`src/rtl/ninjakun_sharb.sv`:
```
// Two-CPU shared-RAM arbiter with one mailbox per direction (CPU0->CPU1 and CPU1->CPU0).
// Define NINJAKUN_MBX_OVR_EN to build the sticky overrun flags; otherwise OVR0/OVR1 are tied low.
module ninjakun_sharb #(
  parameter logic [15:0] IO_BASE = 16'hA000,
  parameter logic [15:0] SH_BASE = 16'hE000,
  parameter int unsigned SH_AW   = 11,
  parameter int unsigned DW      = 8
) (
  input  logic             CLK,
  input  logic             RESET,
  input  logic [15:0]      CP0AD,
  input  logic             CP0RD,
  input  logic             CP0WR,
  input  logic [DW-1:0]    CP0DO,
  input  logic [15:0]      CP1AD,
  input  logic             CP1RD,
  input  logic             CP1WR,
  input  logic [DW-1:0]    CP1DO,
  output logic             CS_IN0,
  output logic             CS_IN1,
  output logic             CS_SH0,
  output logic             CS_SH1,
  output logic             WAIT0,
  output logic             WAIT1,
  output logic [SH_AW-1:0] SH_AD,
  output logic             SH_WE,
  output logic [DW-1:0]    SH_DI,
  output logic             SYNWR0,
  output logic             SYNWR1,
  output logic [DW-1:0]    MBX0,
  output logic [DW-1:0]    MBX1,
  output logic             MBF0,
  output logic             MBF1,
  output logic             OVR0,
  output logic             OVR1
);

  typedef enum logic [1:0] {
    ST_IDLE = 2'd0,
    ST_OWN0 = 2'd1,
    ST_OWN1 = 2'd2
  } state_t;

  state_t r_state;
  state_t w_state_nx;
  logic   r_last;

  logic w_req0;
  logic w_req1;

  // Address decode is purely combinational so the CPUs see chip selects in the same cycle.
  assign CS_IN0 = (CP0AD[15:2] == IO_BASE[15:2]);
  assign CS_IN1 = (CP1AD[15:2] == IO_BASE[15:2]);
  assign CS_SH0 = (CP0AD[15:SH_AW] == SH_BASE[15:SH_AW]);
  assign CS_SH1 = (CP1AD[15:SH_AW] == SH_BASE[15:SH_AW]);

  assign w_req0 = CS_SH0 & (CP0RD | CP0WR);
  assign w_req1 = CS_SH1 & (CP1RD | CP1WR);

  always_comb begin
    // NOTE: default first so every path assigns w_state_nx and no latch is inferred.
    w_state_nx = r_state;
    case (r_state)
      ST_IDLE: begin
        if (w_req0 && w_req1) begin
          w_state_nx = r_last ? ST_OWN0 : ST_OWN1;
        end else if (w_req0) begin
          w_state_nx = ST_OWN0;
        end else if (w_req1) begin
          w_state_nx = ST_OWN1;
        end else begin
          w_state_nx = ST_IDLE;
        end
      end
      ST_OWN0: begin
        if (w_req0) begin
          w_state_nx = ST_OWN0;
        end else if (w_req1) begin
          w_state_nx = ST_OWN1;
        end else begin
          w_state_nx = ST_IDLE;
        end
      end
      ST_OWN1: begin
        if (w_req1) begin
          w_state_nx = ST_OWN1;
        end else if (w_req0) begin
          w_state_nx = ST_OWN0;
        end else begin
          w_state_nx = ST_IDLE;
        end
      end
      default: w_state_nx = ST_IDLE;
    endcase
  end

  always_ff @(posedge CLK or posedge RESET) begin
    if (RESET) begin
      r_state <= ST_IDLE;
      r_last  <= 1'b1;
    end else begin
      // NOTE: non-blocking assignments keep every register sampling pre-edge values.
      r_state <= w_state_nx;
      if (w_state_nx == ST_OWN0) begin
        r_last <= 1'b0;
      end else if (w_state_nx == ST_OWN1) begin
        r_last <= 1'b1;
      end
    end
  end

  assign WAIT0 = w_req0 & (r_state != ST_OWN0);
  assign WAIT1 = w_req1 & (r_state != ST_OWN1);

  // Shared-RAM port follows the owner; CPU0 drives it while nobody owns the bus.
  always_comb begin
    SH_AD = CP0AD[SH_AW-1:0];
    SH_DI = CP0DO;
    if (r_state == ST_OWN1) begin
      SH_AD = CP1AD[SH_AW-1:0];
      SH_DI = CP1DO;
    end
  end

  assign SH_WE = ((r_state == ST_OWN0) & CP0WR & CS_SH0) |
                 ((r_state == ST_OWN1) & CP1WR & CS_SH1);

  logic w_mwr0;
  logic w_mwr1;
  logic w_mrd0;
  logic w_mrd1;
  logic r_mwr0_d;
  logic r_mwr1_d;
  logic r_mrd0_d;
  logic r_mrd1_d;
  logic w_mwr0_rise;
  logic w_mwr1_rise;
  logic w_mrd0_rise;
  logic w_mrd1_rise;

  assign w_mwr0 = CS_IN0 & (CP0AD[1:0] == 2'd2) & CP0WR;
  assign w_mwr1 = CS_IN1 & (CP1AD[1:0] == 2'd2) & CP1WR;
  assign w_mrd0 = CS_IN0 & (CP0AD[1:0] == 2'd3) & CP0RD;
  assign w_mrd1 = CS_IN1 & (CP1AD[1:0] == 2'd3) & CP1RD;

  // Edge detection turns a strobe held over several cycles into a single mailbox event.
  assign w_mwr0_rise = w_mwr0 & ~r_mwr0_d;
  assign w_mwr1_rise = w_mwr1 & ~r_mwr1_d;
  assign w_mrd0_rise = w_mrd0 & ~r_mrd0_d;
  assign w_mrd1_rise = w_mrd1 & ~r_mrd1_d;

  logic          r_synwr0;
  logic          r_synwr1;
  logic [DW-1:0] r_mbx0;
  logic [DW-1:0] r_mbx1;
  logic          r_mbf0;
  logic          r_mbf1;

  always_ff @(posedge CLK or posedge RESET) begin
    if (RESET) begin
      r_mwr0_d <= 1'b0;
      r_mwr1_d <= 1'b0;
      r_mrd0_d <= 1'b0;
      r_mrd1_d <= 1'b0;
      r_synwr0 <= 1'b0;
      r_synwr1 <= 1'b0;
      r_mbx0   <= '0;
      r_mbx1   <= '0;
      r_mbf0   <= 1'b0;
      r_mbf1   <= 1'b0;
    end else begin
      r_mwr0_d <= w_mwr0;
      r_mwr1_d <= w_mwr1;
      r_mrd0_d <= w_mrd0;
      r_mrd1_d <= w_mrd1;
      r_synwr0 <= w_mwr0_rise;
      r_synwr1 <= w_mwr1_rise;
      if (w_mwr0_rise) begin
        r_mbx0 <= CP0DO;
      end
      if (w_mwr1_rise) begin
        r_mbx1 <= CP1DO;
      end
      // A write landing in the same cycle as the reader's acknowledge keeps the mailbox full.
      if (w_mwr0_rise) begin
        r_mbf0 <= 1'b1;
      end else if (w_mrd1_rise) begin
        r_mbf0 <= 1'b0;
      end
      if (w_mwr1_rise) begin
        r_mbf1 <= 1'b1;
      end else if (w_mrd0_rise) begin
        r_mbf1 <= 1'b0;
      end
    end
  end

  assign SYNWR0 = r_synwr0;
  assign SYNWR1 = r_synwr1;
  assign MBX0   = r_mbx0;
  assign MBX1   = r_mbx1;
  assign MBF0   = r_mbf0;
  assign MBF1   = r_mbf1;

`ifdef NINJAKUN_MBX_OVR_EN
  logic r_ovr0;
  logic r_ovr1;

  // Overrun is sticky: a new write while the previous byte is still unread.
  always_ff @(posedge CLK or posedge RESET) begin
    if (RESET) begin
      r_ovr0 <= 1'b0;
      r_ovr1 <= 1'b0;
    end else begin
      if (w_mwr0_rise && r_mbf0) begin
        r_ovr0 <= 1'b1;
      end
      if (w_mwr1_rise && r_mbf1) begin
        r_ovr1 <= 1'b1;
      end
    end
  end

  assign OVR0 = r_ovr0;
  assign OVR1 = r_ovr1;
`else
  assign OVR0 = 1'b0;
  assign OVR1 = 1'b0;
`endif

endmodule

```
`config.mk`:
```
export PLATFORM = sky130hd
export DESIGN_NAME = ninjakun_sharb
export DESIGN_NICKNAME = d
export VERILOG_FILES = /design/src/rtl/ninjakun_sharb.sv
export SDC_FILE = /design/constraint.sdc
export NUM_CORES = 1
export LEC_CHECK = 0
export CAP_MARGIN = 10
export CORE_ASPECT_RATIO = 0.75
export CORE_MARGIN = 4
export CORE_UTILIZATION = 31
export CTS_CLUSTER_DIAMETER = 60
export DETAILED_ROUTE_END_ITERATION = 6
export PLACE_DENSITY = 0.86
export SLEW_MARGIN = 20
export SYNTH_ARGS = -nofsm -noshare
export SYNTH_HDL_FRONTEND = slang
export SYNTH_SLANG_ARGS = --single-unit
```
`constraint.sdc`:
```
create_clock -name CLK -period 1.4 [get_ports CLK]
set_input_delay 0.14 -clock CLK [delete_from_list [all_inputs] [get_ports CLK]]
set_output_delay 0.14 -clock CLK [all_outputs]
set_load 0.05 [all_outputs]
```
Word level (Yosys, flattened, before mapping)
Index checks and enable logic that the tools add are counted.
{ "totals": {"ff_bits": 27} }
{ "classes": {"n_eq_ne": 14, "muxes": 15, "bitwise": 27, "reduce_logical": 5} }
{ "ops": {"columns": ["operator", "count"], "rows": [
  ["== test 14 bit (second input constant)", 2],
  ["bitwise AND 1 bit", 20],
  ["== test 2 bit (second input constant)", 6],
  ["2-to-1 mux 11 bit", 1],
  ["== test 5 bit (second input constant)", 2],
  ["2-to-1 mux 2 bit", 5],
  ["2-to-1 mux 8 bit", 1],
  ["2-to-1 mux 1 bit", 7],
  ["case mux 2 bit (3 select lines)", 1],
  ["nonzero test 2 bit", 3],
  ["== test 2 x 1 -> 1 bit (second input constant)", 2],
  ["inverter 1 bit", 4],
  ["OR 1 bit", 3],
  ["logical NOT 2 bit", 1],
  ["!= test 2 x 1 -> 1 bit (second input constant)", 1],
  ["!= test 2 bit (second input constant)", 1],
  ["logical AND 1 bit", 1]
]} }

Logic depth before layout (Yosys ltp)
Gate-level depths: netlist (run 1).
{ "logic_depth": {"word_depth": 9, "depth_mapped": 6, "mapped_depth_nobuf": 6} }

Least setup slack after synthesis (run 1)
OpenSTA, ideal clock, no wires.
{ "synth_path": {"path_type": "input to output", "from": "in CP0AD[11]", "to": "out SH_WE", "arrival_time_ns": 1.948, "setup_slack_ns": -0.688, "cell_stages": 4, "path_cell_list": "and4bb_2 -> and2_2 -> nand3_1 -> o21ai_0"} }
{ "synth_between": {"elab_chain_len": 3} }
{ "synth_lines": {"columns": ["item", "line", "text"], "rows": [
  ["start, declared", "11", "input logic [15:0] CP0AD,"],
  ["== test 5 bit", "54", "assign CS_SH0 = (CP0AD[15:SH_AW] == SH_BASE[15:SH_AW]);"],
  ["via CS_SH0", "21", "output logic CS_SH0,"],
  ["bitwise AND 1 bit", "125", "assign SH_WE = ((r_state == ST_OWN0) & CP0WR & CS_SH0) |"],
  ["OR 1 bit", "125", null],
  ["end, declared", "26", "output logic SH_WE,"]
]} }
The timed path passes the listed nets, and every way through them passes these cells.

Final worst setup path (run 1)
{ "layout_path": {"from": "reg r_state[0]", "to": "out SH_AD[9]"} }
{ "layout_between": {"elab_chain_len": 2} }
{ "layout_lines": {"columns": ["item", "line", "text"], "rows": [
  ["start, declared", "44", "state_t r_state;"],
  ["start signal, assigned", "103", "r_state <= w_state_nx;"],
  ["== test 2 bit", "119", "if (r_state == ST_OWN1) begin"],
  ["2-to-1 mux 11 bit", "119", null],
  ["end, declared", "25", "output logic [SH_AW-1:0] SH_AD,"]
]} }
No other way between the ends.

==> results of run 1 <==
flip-flops by register name, indices dropped and copies added (netlist names):
| signal | flops |
|---|---|
| SYNWR1 | 1 |
| MBX1 | 8 |
| MBF0 | 1 |
| SYNWR0 | 1 |
| MBF1 | 1 |
| r_mrd0_d | 1 |
| r_mwr1_d | 1 |
| r_mwr0_d | 1 |
| r_state | 2 |
| r_last | 1 |
| MBX0 | 8 |
| r_mrd1_d | 1 |
what timing repair did:
action                     in CTS  in global routing
setup endpoints to repair      47                 39
hold endpoints to repair        0                  0
buffers inserted                3                  3
resized for setup             135                 23
pin swaps                      17                 12
cloned                          1                  0
logic make-up after synthesis:
group	after synthesis	share of synthesized area (%)
AO/OA/AOI/OAI	10	4.27
adder cells (fa/ha/maj)	1	0.889
buffers and inverters	13	5.07
flip-flops	27	48.1
multiplexers	36	28.7
other	1	0.266
AND/OR/NAND/NOR	31	12.7
report_power, final:
part,internal [W],switching [W]
combinational,0.000276,0.000266
sequential,0.000782,0.00000219
clock,0.000203,0.000221
layout by cell type, fill, tap and decap left out, drive strengths merged:
cell type / Yosys / layout
diode: 0 / 1
or3: 2 / 2
and2: 2 / 2
conb: 1 / 2
clkdlybuf4s50: 0 / 19
mux2i: 1 / 1
ha: 1 / 1
nand3: 4 / 4
nand4: 2 / 2
nor2: 9 / 9
o21ai: 2 / 2
dlymetal6s2s: 0 / 5
o31ai: 2 / 2
dfstp: 1 / 1
mux2: 35 / 35
clkbuf: 0 / 8
clkdlybuf4s15: 0 / 3
dlygate4sd2: 0 / 5
a21oi: 4 / 4
nand3b: 2 / 2
buf: 6 / 95
nand2b: 1 / 1
nand2: 2 / 2
dfrtp: 26 / 26
or2: 1 / 1
and4bb: 2 / 2
o211ai: 2 / 2
inv: 7 / 7
nor4: 4 / 4
area by class of cell:
| class | count | area [sq um] | area share (%) |
|---|---|---|---|
| antenna | 1 | 2.50 | 0.0822 |
| clock buffer | 4 | 45.0 | 1.48 |
| inverter | 7 | 26.3 | 0.863 |
| multi-input combinational | 80 | 887 | 29.1 |
| sequential | 27 | 677 | 22.2 |
| tap | 55 | 68.8 | 2.26 |
| timing repair buffer | 131 | 1340 | 44.0 |
worst min-delay path, stage by stage:
cell,delay (ns)
dlymetal6s2s_1,0.14
nand3_1,0.10
nor2_1,0.05
per-stage QoR:
step	TNS [ns]	utilization [%]	hold WS, ns	cell area, sq um
6_report	-5.16	72.4	0.196	3050
3_3_place_gp	-13.05	65.4	0.460	2750
5_1_grt	-6.26	72.4	0.208	3040
3_5_place_dp	-14.25	65.4	0.472	2750
4_1_cts	-4.58	70.3	0.211	2950
2_1_floorplan	-1.82	-	0.192	1500
layer usage:
| metal | wire (um) | vias up |
|---|---|---|
| met2 | 2720 | 37 |
| li1 | - | 684 |
| met1 | 1980 | 710 |
| met4 | 9 | 0 |
| met5 | 0 | - |
| met3 | 300 | 2 |
Yosys cell counts:
| master | number |
|---|---|
| nor4_1 | 4 |
| ha_1 | 1 |
| or3_1 | 2 |
| mux2i_1 | 1 |
| o211ai_1 | 2 |
| mux2_2 | 35 |
| nand4_1 | 2 |
| dfrtp_1 | 26 |
| inv_1 | 7 |
| nand3_1 | 4 |
| o21ai_0 | 2 |
| dfstp_2 | 1 |
| buf_4 | 2 |
| and2_2 | 2 |
| o31ai_1 | 2 |
| and4bb_2 | 2 |
| buf_6 | 2 |
| nand3b_1 | 2 |
| or2_2 | 1 |
| buf_1 | 2 |
| nand2b_1 | 1 |
| nand2_1 | 2 |
| nor2_1 | 9 |
| conb_1 | 1 |
| a21oi_1 | 4 |
final timing paths:
kind	end	cells past startpoint
setup / recovery	SH_AD[9]	4
hold / removal	r_mrd1_d	3
setup reg to reg	r_last	8
hold reg to reg	MBF1	2
max in group asynchronous	r_last	3
min in group asynchronous	MBX1[2]	3
==> results.py, run 1 <==
metrics = {
    "route": {
        "drc": 0,
        "post_drt_wl_per_cell_um": 16.4,
        "routed_wl_um": 5010,
        "initialDrtViolationCount": 31,
        "drtAntennaViolNets": 0,
        "vias": 1433,
        "drtPass1Iterations": 4,
        "vias_per_cell": 4.70,
    },
    "placement": {
        "pre_cts_slack_ns": -0.653,
        "port-buffer-count": 99,
        "placedCellCount": 293,
        "place_congestion": 0.826,
        "detailed_place_hpwl_um": 3780,
    },
    "pwr": {
        "p_leak_nw": 1.56,
        "finalPower_w": 0.00175,
        "ir_worst_vdd_mv": 0.497,
        "p_per_area_nw_per_um2": 574,
    },
    "layout": {
        "drive_above_1_share_pct": 64.3,
        "nets": 305,
        "n_fill_cell": 311,
        "fin_cells": 305,
        "syn2layout_area_growth_pct": 116,
    },
    "floorplanning": {
        "die_area_sq_um": 5690,
        "core_region_area_sq_um": 4200,
        "pin_count": 102,
        "start_util_pct": 33.5,
        "rows": 20,
        "die_y_um": 66.4,
        "die_w_um": 85.8,
    },
    "critical_path": {
        "cp_num_buf_inv": 2,
        "worstPathRequired_ns": 1.26,
        "slowest_delay_ns": 0.42,
        "path_cells": "nor2_4, buf_12, mux2_4, buf_6",
        "critPathTopFamily": "flip-flops",
        "critPathLaunch": "r_state[0]",
        "end_kind": "output pin",
        "crit_type": "flop to output pin",
        "ff2ff_setup_slack_ns": -0.20,
        "arrival_ns": 1.53,
        "reg2reg_from": "r_state[1]",
        "path_max_fanout": 14,
        "slowest_stage": "dfrtp_1",
        "startpoint_type": "flop",
    },
    "yosys": {
        "synth_cells": 119,
        "yosys-top-cells-area": "dfrtp_1 (46%), mux2_2 (28%), nor2_1 (2.4%)",
        "yosysSeqAreaShare_pct": 48.1,
        "netlist-cell-type-count": 25,
        "synth_top_area_share_pct": 46.2,
        "synth-warning-count": 0,
        "yosys.area.top_type": "dfrtp_1",
        "syn_area_sq_um": 1410,
        "syn_avg_cell_area_sq_um": 11.8,
        "synth-seq-cells": 27,
    },
    "timing": {
        "fin_crit_ns": 1.67,
        "hold_violations": 0,
        "worst_slack_ns": -0.267,
        "slew_violations": 0,
        "setup-violations-final": 24,
        "fin_crit_sh_pct": 119,
        "fin_skew_ns": 0.00130,
        "rsz0062_at_grt": "true",
        "fmax_ghz": 0.600,
    },
    "global_routing": {
        "antenna_found_initial": 0,
        "first_global_vias": 1574,
        "grt_use_met1_pct": 20.9,
        "grt_most_used_layer": "met2",
        "grt_pass1_wl_um": 7670,
        "grt_max_degree": 28,
        "met2_usage_pct": 31.1,
        "grtUsageTotal_pct": 17.1,
        "grt-ovfl-total": 0,
        "met3_usage_pct": 4.73,
    },
    "run_status": {
        "violations": "negative setup slack",
        "status": "finished with violations",
    },
    "clocking": {
        "cts_tree": "done",
        "cts-root-buf": "clkbuf_8",
        "clkTransAtPathRegs_ns": 0.09,
        "ctsHtreeMaxLevel": 1,
        "ctsHoldBuffers": 0,
        "clock_latency_ns": 0.26,
        "cts_max_path_buffers": 2,
        "cts_buffers": 3,
        "clock-sinks": 27,
    },
    "min_path": {
        "holdCritPathClass": "input pin to flop",
        "hold_start": "CP1RD",
    },
    "flow_run": {
        "max_cap_violations": 0,
    },
}
Note: power is estimated with default switching activity, not from simulation.
==> run 2: changes to the inputs <==
- CTS_CLUSTER_SIZE: not set -> 12
- SLEW_MARGIN: 20 -> not set
==> results of run 2 <==
The final DEF is identical to that of run 1; final timing and power are the same.
==> run 3: changes to the inputs <==
- CAP_MARGIN: 10 -> not set
- SLEW_MARGIN: not set -> 25
==> results of run 3 <==
The final DEF is identical to that of run 1; final timing and power are the same.
